`config.mk`:
```
export PLATFORM = sky130hd
export DESIGN_NAME = fifo_controller_flat
export DESIGN_NICKNAME = d
export VERILOG_FILES = /design/src/rtl/fifo_controller_if.sv /design/src/rtl/fifo_controller.sv /design/src/flat_wrapper.sv
export SDC_FILE = /design/constraint.sdc
export NUM_CORES = 1
export LEC_CHECK = 0
export ABC_AREA = 1
export BUFFER_PORTS_ARGS = -buffer_cell sky130_fd_sc_hd__buf_2
export CAP_MARGIN = 20
export CORE_MARGIN = 2
export CORE_UTILIZATION = 50
export CTS_CLUSTER_DIAMETER = 100
export DETAILED_ROUTE_END_ITERATION = 10
export PLACE_DENSITY = 0.85
export SLEW_MARGIN = 20
export SYNTH_ARGS = -nofsm -noshare
export SYNTH_HDL_FRONTEND = slang
export SYNTH_SLANG_ARGS = --single-unit
```
`constraint.sdc`:
```
create_clock -name clk -period 4.9 [get_ports clk]
set_clock_uncertainty 0.15 [all_clocks]
set_input_delay 0 -clock clk [delete_from_list [all_inputs] [get_ports clk]]
set_output_delay 0 -clock clk [all_outputs]
set_load 0.1 [all_outputs]
```
`src/rtl/fifo_controller_if.sv`:
```
// fifo_controller_if: groups every non-clock signal of the FIFO controller.
//   upstream   : push_in, data_in
//   downstream : pop_in, data_out, valid_out
//   thresholds : umbral_alto, umbral_bajo (taken once after reset)
//   memory     : wr_ptr, rd_ptr, push, pop, data_in_MM, data_out_MM
//   status     : full, empty, almost_full, almost_empty, count, error
// The master modport is the environment (source/sink plus memory); the slave modport is the controller.
interface fifo_controller_if #(
   parameter int WORD_SIZE = 10,
   parameter int PTR       = 3
);
   logic                 push_in;
   logic                 pop_in;
   logic [WORD_SIZE-1:0] data_in;
   logic [PTR-1:0]       umbral_alto;
   logic [PTR-1:0]       umbral_bajo;
   logic [WORD_SIZE-1:0] data_out_MM;
   logic [PTR-1:0]       wr_ptr;
   logic [PTR-1:0]       rd_ptr;
   logic                 push;
   logic                 pop;
   logic [WORD_SIZE-1:0] data_in_MM;
   logic [WORD_SIZE-1:0] data_out;
   logic                 valid_out;
   logic                 full;
   logic                 empty;
   logic                 almost_full;
   logic                 almost_empty;
   logic [PTR:0]         count;
   logic                 error;

   modport master (
      output push_in, pop_in, data_in, umbral_alto, umbral_bajo, data_out_MM,
      input  wr_ptr, rd_ptr, push, pop, data_in_MM, data_out, valid_out,
      input  full, empty, almost_full, almost_empty, count, error
   );

   modport slave (
      input  push_in, pop_in, data_in, umbral_alto, umbral_bajo, data_out_MM,
      output wr_ptr, rd_ptr, push, pop, data_in_MM, data_out, valid_out,
      output full, empty, almost_full, almost_empty, count, error
   );
endinterface

```
`src/rtl/fifo_controller.sv`:
```
// fifo_controller: pointer, occupancy and flag control for a FIFO built on an
// external memory with a registered read port.
//   clk   : single clock, rising edge
//   reset : asynchronous, active-high; returns to INIT with the FIFO emptied
//   bus   : fifo_controller_if.slave -- request/data inputs, thresholds,
//           memory address/strobe/data, occupancy flags, count and sticky error
module fifo_controller #(
   parameter int MEM_SIZE  = 8,
   parameter int WORD_SIZE = 10,
   parameter int PTR       = 3
) (
   input  logic             clk,
   input  logic             reset,
   fifo_controller_if.slave bus
);
   localparam int               CNT_W    = PTR + 1;
   localparam logic [PTR-1:0]   PTR_LAST = PTR'(MEM_SIZE - 1);
   localparam logic [PTR-1:0]   PTR_ONE  = PTR'(1);
   localparam logic [CNT_W-1:0] CNT_FULL = CNT_W'(MEM_SIZE);
   localparam logic [CNT_W-1:0] CNT_ONE  = CNT_W'(1);

   typedef enum logic [1:0] {
      INIT   = 2'd0,
      IDLE   = 2'd1,
      ACTIVE = 2'd2,
      ERROR  = 2'd3
   } state_t;

   state_t           state_q;
   logic             error_q;
   logic             valid_out_q;
   logic [PTR-1:0]   wr_ptr_q, wr_ptr_d;
   logic [PTR-1:0]   rd_ptr_q, rd_ptr_d;
   logic [PTR-1:0]   alto_q, bajo_q;
   logic [CNT_W-1:0] count_q, count_d;
   logic             run_s, full_s, empty_s, push_s, pop_s, overflow_s, underflow_s;

   // Occupancy flags, qualified memory strobes and error conditions
   always_comb begin
      run_s       = (state_q == IDLE) || (state_q == ACTIVE);
      full_s      = (count_q == CNT_FULL);
      empty_s     = (count_q == {CNT_W{1'b0}});
      pop_s       = bus.pop_in && !empty_s && run_s;
      // a pop in the same cycle frees the slot, so a push while full is still legal
      push_s      = bus.push_in && (!full_s || pop_s) && run_s;
      overflow_s  = run_s && bus.push_in && full_s && !bus.pop_in;
      underflow_s = run_s && bus.pop_in && empty_s;
   end

   // Next pointer and occupancy values
   always_comb begin
      wr_ptr_d = wr_ptr_q;
      rd_ptr_d = rd_ptr_q;
      count_d  = count_q;
      if (push_s) begin
         wr_ptr_d = (wr_ptr_q == PTR_LAST) ? {PTR{1'b0}} : (wr_ptr_q + PTR_ONE);
      end else begin
         wr_ptr_d = wr_ptr_q;
      end
      if (pop_s) begin
         rd_ptr_d = (rd_ptr_q == PTR_LAST) ? {PTR{1'b0}} : (rd_ptr_q + PTR_ONE);
      end else begin
         rd_ptr_d = rd_ptr_q;
      end
      case ({push_s, pop_s})
         2'b10:   count_d = count_q + CNT_ONE;
         2'b01:   count_d = count_q - CNT_ONE;
         default: count_d = count_q;
      endcase
   end

   // Control FSM: threshold capture, idle/active tracking and sticky error
   always_ff @(posedge clk or posedge reset) begin
      if (reset) begin
         state_q <= INIT;
         error_q <= 1'b0;
         // all-ones keeps almost_full low while the FIFO is empty before capture
         alto_q  <= {PTR{1'b1}};
         bajo_q  <= {PTR{1'b0}};
      end else begin
         case (state_q)
            INIT: begin
               alto_q  <= bus.umbral_alto;
               bajo_q  <= bus.umbral_bajo;
               state_q <= IDLE;
            end
            IDLE: begin
               if (overflow_s || underflow_s) begin
                  state_q <= ERROR;
                  error_q <= 1'b1;
               end else if (push_s) begin
                  state_q <= ACTIVE;
               end else begin
                  state_q <= IDLE;
               end
            end
            ACTIVE: begin
               if (overflow_s || underflow_s) begin
                  state_q <= ERROR;
                  error_q <= 1'b1;
               end else if (count_d == {CNT_W{1'b0}}) begin
                  state_q <= IDLE;
               end else begin
                  state_q <= ACTIVE;
               end
            end
            ERROR: begin
               state_q <= ERROR;
               error_q <= 1'b1;
            end
            default: begin
               state_q <= ERROR;
               error_q <= 1'b1;
            end
         endcase
      end
   end

   // Pointers, occupancy and read-valid registers
   always_ff @(posedge clk or posedge reset) begin
      if (reset) begin
         wr_ptr_q    <= {PTR{1'b0}};
         rd_ptr_q    <= {PTR{1'b0}};
         count_q     <= {CNT_W{1'b0}};
         valid_out_q <= 1'b0;
      end else begin
         wr_ptr_q    <= wr_ptr_d;
         rd_ptr_q    <= rd_ptr_d;
         count_q     <= count_d;
         valid_out_q <= pop_s;
      end
   end

   assign bus.wr_ptr       = wr_ptr_q;
   assign bus.rd_ptr       = rd_ptr_q;
   assign bus.push         = push_s;
   assign bus.pop          = pop_s;
   assign bus.data_in_MM   = bus.data_in;
   // the memory read register already holds the popped word in the valid cycle
   assign bus.data_out     = valid_out_q ? bus.data_out_MM : {WORD_SIZE{1'b0}};
   assign bus.valid_out    = valid_out_q;
   assign bus.full         = full_s;
   assign bus.empty        = empty_s;
   assign bus.almost_full  = (count_q >= {1'b0, alto_q}) && !full_s;
   assign bus.almost_empty = (count_q <= {1'b0, bajo_q}) && !empty_s;
   assign bus.count        = count_q;
   assign bus.error        = error_q;
endmodule
```
`src/flat_wrapper.sv`:
```
// flat-port wrapper written by rule: the top's interface ports become plain ports
module fifo_controller_flat 
#(
   parameter int MEM_SIZE  = 8,
   parameter int WORD_SIZE = 10,
   parameter int PTR       = 3
)
  (clk, reset, bus_push_in, bus_pop_in, bus_data_in, bus_umbral_alto, bus_umbral_bajo, bus_data_out_MM, bus_wr_ptr, bus_rd_ptr, bus_push, bus_pop, bus_data_in_MM, bus_data_out, bus_valid_out, bus_full, bus_empty, bus_almost_full, bus_almost_empty, bus_count, bus_error);
  fifo_controller_if #(.WORD_SIZE(WORD_SIZE), .PTR(PTR)) bus_i ();
  input  logic clk;
  input  logic reset;
  input wire logic [$bits(bus_i.push_in)-1:0] bus_push_in;
  input wire logic [$bits(bus_i.pop_in)-1:0] bus_pop_in;
  input wire logic [$bits(bus_i.data_in)-1:0] bus_data_in;
  input wire logic [$bits(bus_i.umbral_alto)-1:0] bus_umbral_alto;
  input wire logic [$bits(bus_i.umbral_bajo)-1:0] bus_umbral_bajo;
  input wire logic [$bits(bus_i.data_out_MM)-1:0] bus_data_out_MM;
  output wire logic [$bits(bus_i.wr_ptr)-1:0] bus_wr_ptr;
  output wire logic [$bits(bus_i.rd_ptr)-1:0] bus_rd_ptr;
  output wire logic [$bits(bus_i.push)-1:0] bus_push;
  output wire logic [$bits(bus_i.pop)-1:0] bus_pop;
  output wire logic [$bits(bus_i.data_in_MM)-1:0] bus_data_in_MM;
  output wire logic [$bits(bus_i.data_out)-1:0] bus_data_out;
  output wire logic [$bits(bus_i.valid_out)-1:0] bus_valid_out;
  output wire logic [$bits(bus_i.full)-1:0] bus_full;
  output wire logic [$bits(bus_i.empty)-1:0] bus_empty;
  output wire logic [$bits(bus_i.almost_full)-1:0] bus_almost_full;
  output wire logic [$bits(bus_i.almost_empty)-1:0] bus_almost_empty;
  output wire logic [$bits(bus_i.count)-1:0] bus_count;
  output wire logic [$bits(bus_i.error)-1:0] bus_error;
  assign bus_i.push_in = bus_push_in;
  assign bus_i.pop_in = bus_pop_in;
  assign bus_i.data_in = bus_data_in;
  assign bus_i.umbral_alto = bus_umbral_alto;
  assign bus_i.umbral_bajo = bus_umbral_bajo;
  assign bus_i.data_out_MM = bus_data_out_MM;
  assign bus_wr_ptr = bus_i.wr_ptr;
  assign bus_rd_ptr = bus_i.rd_ptr;
  assign bus_push = bus_i.push;
  assign bus_pop = bus_i.pop;
  assign bus_data_in_MM = bus_i.data_in_MM;
  assign bus_data_out = bus_i.data_out;
  assign bus_valid_out = bus_i.valid_out;
  assign bus_full = bus_i.full;
  assign bus_empty = bus_i.empty;
  assign bus_almost_full = bus_i.almost_full;
  assign bus_almost_empty = bus_i.almost_empty;
  assign bus_count = bus_i.count;
  assign bus_error = bus_i.error;
  fifo_controller #(.MEM_SIZE(MEM_SIZE), .WORD_SIZE(WORD_SIZE), .PTR(PTR)) u_core (.clk(clk), .reset(reset), .bus(bus_i));
endmodule
```
# After elaboration in Yosys (flattened, before gate mapping)
# Index checks and enable logic that the tools add are counted.
[classes]
n_lt_le_gt_ge = 2
eq_ne = 9
n_mux = 11
addsub = 4
reduce_logical = 23
[op_table]
columns = ["cell", "n"]
rows = [
  ["1-bit logical AND", 11],
  ["10-bit 2-to-1 mux", 1],
  ["4-bit zero test", 2],
  ["2-bit 2-to-1 mux", 4],
  ["2-bit one-hot mux with 4 select lines", 1],
  ["4-bit one-hot mux with 2 select lines", 1],
  ["3-bit by 1-bit adder with 3-bit output (second input constant)", 2],
  ["2-bit equality test (second input constant)", 3],
  ["3-bit equality test (second input constant)", 2],
  ["3-bit 2-to-1 mux", 2],
  ["4-bit by 1-bit adder with 4-bit output (second input constant)", 1],
  ["2-bit by 1-bit equality test with 1-bit output (second input constant)", 2],
  ["4-bit equality test (second input constant)", 1],
  ["4-bit by 3-bit greater-or-equal comparator with 1-bit output", 1],
  ["4-bit by 3-bit less-or-equal comparator with 1-bit output", 1],
  ["4-bit by 1-bit subtractor with 4-bit output (second input constant)", 1],
  ["1-bit zero test", 3],
  ["1-bit logical OR", 3],
  ["2-bit zero test", 1],
  ["2-bit by 1-bit inequality test with 1-bit output (second input constant)", 1],
  ["1-bit one-hot mux with 2 select lines", 1],
  ["2-bit AND reduction", 1],
  ["2-bit nonzero test", 1],
  ["2-bit OR reduction", 1],
  ["1-bit 2-to-1 mux", 1],
]
[word_totals]
output_inout_bits = 38
ff_bits = 20
inputBits = 30

# Longest topological paths before layout
[depth]
ltp_word = 13
ltp_mapped = 21
mapped_depth_nobuf = 21

# Least setup slack after synthesis
# No wires, ideal clock.
[synth_path]
path_type = "flip-flop to flip-flop"
start = "register u_core.count_q[1], in the netlist u_core.bus.count[1]"
end = "register u_core.state_q[1]"
path_stages_with_launch = 17
arrival_time_ns = 4.685
synth_period_minus_slack_ns = 4.957
path_buffers = 0
setup_ns = 0.122
setup_slack_ns = -0.057
cell_sequence = "dfrtp_1 -> inv_2 -> nand3_2 -> nor2_1 -> nor2_2 -> ha_1 -> inv_2 -> nand2_1 -> nand2_1 -> ha_1 -> nand2_1 -> o21ai_2 -> or2_0 -> nor2_2 -> nand4_1 -> nand2_1 -> a21oi_1"
[synth_between]
elab_chain_len = 13
word_cells_on_any_way = 24
[synth_rtl]
columns = ["element", "line", "text"]
rows = [
  ["start, declared", "fifo_controller.sv:35", "logic [CNT_W-1:0] count_q, count_d;"],
  ["start signal, assigned", "fifo_controller.sv:124", "count_q <= {CNT_W{1'b0}};"],
  ["start signal, assigned", "fifo_controller.sv:129", "count_q <= count_d;"],
  ["4-bit zero test *", "fifo_controller.sv:42", "empty_s = (count_q == {CNT_W{1'b0}});"],
  ["named net bus_empty", "flat_wrapper.sv:26", "output wire logic [$bits(bus_i.empty)-1:0] bus_empty;"],
  ["1-bit zero test *", "fifo_controller.sv:43", "pop_s = bus.pop_in && !empty_s && run_s;"],
  ["1-bit logical AND * (2 in series)", "fifo_controller.sv:43", ""],
  ["named net bus_pop", "flat_wrapper.sv:21", "output wire logic [$bits(bus_i.pop)-1:0] bus_pop;"],
  ["1-bit logical OR", "fifo_controller.sv:45", "push_s = bus.push_in && (!full_s || pop_s) && run_s;"],
  ["1-bit logical AND (2 in series)", "fifo_controller.sv:45", ""],
  ["2-bit by 1-bit equality test with 1-bit output / 2-bit equality test (equally long branches)", "fifo_controller.sv:65", "case ({push_s, pop_s})"],
  ["4-bit one-hot mux with 2 select lines *", "fifo_controller.sv:65", ""],
  ["named net u_core.count_d[1]", "fifo_controller.sv:35", ""],
  ["4-bit zero test *", "fifo_controller.sv:101", "end else if (count_d == {CNT_W{1'b0}}) begin"],
  ["2-bit 2-to-1 mux *", "fifo_controller.sv:101", ""],
  ["2-bit 2-to-1 mux *", "fifo_controller.sv:98", "if (overflow_s || underflow_s) begin"],
  ["2-bit one-hot mux with 4 select lines *", "fifo_controller.sv:81", "case (state_q)"],
  ["end signal, assigned", "fifo_controller.sv:99", "state_q <= ERROR;"],
  ["end signal, assigned", "fifo_controller.sv:102", "state_q <= IDLE;"],
  ["end signal, assigned", "fifo_controller.sv:104", "state_q <= ACTIVE;"],
  ["end, declared", "fifo_controller.sv:29", "state_t state_q;"],
]
# The timed path passes the listed nets; every way through them passes the cells marked *.
# A chain may end at the register's enable or synchronous reset.

# Worst setup path after layout
[layout_path]
start = "register u_core.state_q[0]"
end = "register u_core.state_q[1]"
[layout_between]
elab_chain_len = 12
word_cells_on_any_way = 24
[layout_rtl]
columns = ["element", "line", "text"]
rows = [
  ["start signal, assigned", "fifo_controller.sv:75", "state_q <= INIT;"],
  ["start signal, assigned", "fifo_controller.sv:85", "state_q <= IDLE;"],
  ["start signal, assigned", "fifo_controller.sv:89", "state_q <= ERROR;"],
  ["2-bit by 1-bit equality test with 1-bit output / 2-bit equality test (equally long branches)", "fifo_controller.sv:40", "run_s = (state_q == IDLE) || (state_q == ACTIVE);"],
  ["1-bit logical OR *", "fifo_controller.sv:40", ""],
  ["1-bit logical AND", "fifo_controller.sv:43", ""],
  ["1-bit logical OR", "fifo_controller.sv:45", ""],
  ["1-bit logical AND (2 in series)", "fifo_controller.sv:45", ""],
  ["2-bit by 1-bit equality test with 1-bit output / 2-bit equality test (equally long branches)", "fifo_controller.sv:65", ""],
  ["4-bit one-hot mux with 2 select lines *", "fifo_controller.sv:65", ""],
  ["named net u_core.count_d[1]", "fifo_controller.sv:35", ""],
  ["4-bit zero test *", "fifo_controller.sv:101", ""],
  ["2-bit 2-to-1 mux *", "fifo_controller.sv:101", ""],
  ["2-bit 2-to-1 mux *", "fifo_controller.sv:98", ""],
  ["2-bit one-hot mux with 4 select lines *", "fifo_controller.sv:81", ""],
]
# Marked as above.

==> impl_metrics.env <==
export IMPL_status="finished, final reports clean"
export IMPL_period_needed_ns=2.982
export IMPL_grt_pass1_wl_um=5678
export IMPL_slowest_stage="dfrtp_1"
export IMPL_place_area_mm2=0.001619
export IMPL_first_global_vias=1285
export IMPL_ys_flop_type="dfrtp_1"
export IMPL_crit_top_cell="nand2_1"
export IMPL_cts_root_buf="clkbuf_4"
export IMPL_ctsHtreeMaxLevel=1
export IMPL_clockBufferDepth=2
export IMPL_path_class="reg2reg"
export IMPL_antenna_found_initial=0
export IMPL_async_flop_share=1.000
export IMPL_period_share=0.6085
export IMPL_num_rows=19
export IMPL_core_area_mm2=0.002734
export IMPL_layout_nets=291
export IMPL_io_buffers=47
export IMPL_required_ns=4.96
export IMPL_synth_cell_types=26
export IMPL_grt_start_max_net_pins=21
export IMPL_syn_avg_cell_area_um2=7.730
export IMPL_ys_warn_count=0
export IMPL_start_util=0.5231
export IMPL_clkLatencyLatePin_ns=0.31
export IMPL_die_area_mm2=0.003304
export IMPL_yosysTopAreaCellShare=0.2975
export IMPL_synthesis_nets=233
export IMPL_drc=0
export IMPL_gp_congestion=0.8490
export IMPL_dp_hpwl_um=2329
export IMPL_path_cells="inv_1 > ha_1 > nand2_1 > nor2_2 > ha_1 > inv_2 > nand2_1 > nand2_1 > ha_1 > nand2_1 > o21ai_2 > or2_0 > nor2_2 > nand4_1 > nand2_1 > a21oi_1"
export IMPL_syn_to_final_growth_pct=28.35
export IMPL_finalWirelength_um=3472
export IMPL_ios=68
export IMPL_cts_buffers=3
export IMPL_cp_slowest_stage_delay_ns=0.40
export IMPL_grt_setup_unrepaired="false"
export IMPL_cts_tree="built"
export IMPL_start_kind="flip-flop"
export IMPL_clock_sinks=20
export IMPL_num_vias=1379
export IMPL_final_area_mm2=0.001836
export IMPL_yosys_cell_count_top_type="nand2_1"
export IMPL_cp_max_fo=9
export IMPL_synthTopCellsByArea="dfrtp_1 30%, ha_1 16%, nand2_1 13%"
export IMPL_die_x_um=57.48
export IMPL_maxSlewHeadroom=0.3427
export IMPL_grt_total_usage=0.2245
export IMPL_place_inst=250
export IMPL_drtPass1Iterations=4
export IMPL_viasPerCell=5.051
export IMPL_fmax_mhz=335.4
export IMPL_synth_edf_count=0
export IMPL_endpoint_kind="flip-flop"
export IMPL_slew_violations=0
export IMPL_clkTransAtPathRegs_ns=0.12
export IMPL_wire_per_inst_um=12.72
export IMPL_n_antenna_cell=0
export IMPL_ys_seq_elements=20
export IMPL_drtIter0Drc=62
export IMPL_hold_violations=0
export IMPL_post_layout_nonfiller_instances=273
export IMPL_tightest_slew_ns=0.9827
export IMPL_yosysSeqAreaShare=0.3526
export IMPL_cap_violations=0
export IMPL_synthCells=185
export IMPL_hold_path_class="in2async"
export IMPL_grt_overflow_total=0
export IMPL_syn_area_mm2=0.001430
export IMPL_post_cts_buffers=0
export IMPL_synthTopCellsByCount="51 x nand2_1, 31 x inv_1, 18 x ha_1"
export IMPL_synth_top_cell_by_area="dfrtp_1"
export IMPL_drive_above_1_share=0.2851
export IMPL_arrival_ns=3.04
export IMPL_holdWs_ns=0.2109
export IMPL_setup_viol=0
export IMPL_setup_tns_ns=0
export IMPL_die_y_um=57.48
export IMPL_antenna_left=0
## worst paths after layout
check,start,end,slack (ns),cells past startpoint
worst max-delay path,u_core.state_q[0]$_DFF_PP0_,u_core.state_q[1]$_DFF_PP0_,1.92,16
worst min-delay path,reset,u_core.bajo_q[1]$_DFFE_PP0N_,0.21,3
worst max register to register,u_core.state_q[0]$_DFF_PP0_,u_core.state_q[1]$_DFF_PP0_,1.92,16
worst min register to register,u_core.bus.error$_DFFE_PP0P_,u_core.bus.error$_DFFE_PP0P_,0.34,2
max in group asynchronous,reset,u_core.bus.rd_ptr[0]$_DFFE_PP0N_,3.90,3
min in group clk,bus_umbral_bajo[1],u_core.bajo_q[1]$_DFFE_PP0N_,0.28,4
## cell usage in the layout, fill, tap and decap left out
cell	n
buf_2	47
inv_1	31
ha_1	18
nor2_1	4
o211ai_1	1
dfrtp_1	17
o21ai_0	10
nand4_1	1
nand3_2	2
o21a_1	2
o21ai_2	1
a21oi_1	5
nor3_1	1
dlygate4sd3_1	19
inv_2	4
dfstp_2	3
or2_0	1
xnor2_1	2
nand3b_1	1
nand2_2	1
a211oi_1	1
nor2_2	6
clkbuf_4	3
nand3_1	7
mux2_2	2
clkbuf_1	1
nand2_1	51
## cells by family after synthesis
group | synth area share
xor+xnor | 0.01225
mux | 0.01575
simple gates | 0.2292
buf+inv | 0.1531
compound gates | 0.07962
fa+ha+maj | 0.1575
flops | 0.3526
## worst max-delay path: cells and delay by family (launching register included)
kind                       cells  cell delay (ns)
adders and majority gates      3             0.92
AOI/OAI and AO/OA              2             0.12
buffers and inverters          2             0.15
DFF                            1             0.40
and+or+nand+nor                9             1.15
## layout make-up
cell class / instances / area, µm²
inverters: 35 / 131.4
well taps: 31 / 38.79
fillers: 235 / 898.4
clock buffers: 4 / 26.28
repair buffers: 66 / 425.4
multi-input cells: 117 / 709.4
flip-flops and latches: 20 / 504.2
## repair_timing
| item | CTS | global route |
|---|---|---|
| hold buffers | 19 | 0 |
| gates resized for setup | 0 | 0 |
| endpoints found under the hold margin | 37 | 0 |
## sequential cells by signal, indices dropped and copies added (netlist names)
name and flops:
u_core.bus.valid_out 1, u_core.bajo_q 3, u_core.bus.rd_ptr 3, u_core.bus.wr_ptr 3, u_core.bus.error 1, u_core.state_q 2
u_core.bus.count 4, u_core.alto_q 3
## layer usage
layer  global-route usage  part of all wire  vias up
met1               0.2696              0.37      629
met3              0.04308             0.083        5
met5                    0                 0        -
li1                     -                 -      680
met4              0.04983            0.0092        0
met2               0.4123              0.53       65
## per-stage QoR
stage               utilization  setup slack (ns)
finish                   0.6714             1.918
global placement         0.5922             2.134
global route             0.6714             1.743
detailed placement       0.5922             1.987
floorplan                     -            0.6521
CTS                      0.6714             1.923
Power is left out: the tool's default activity adds up to more than one toggle a clock period on the data nets, which glitch-free logic cannot reach.
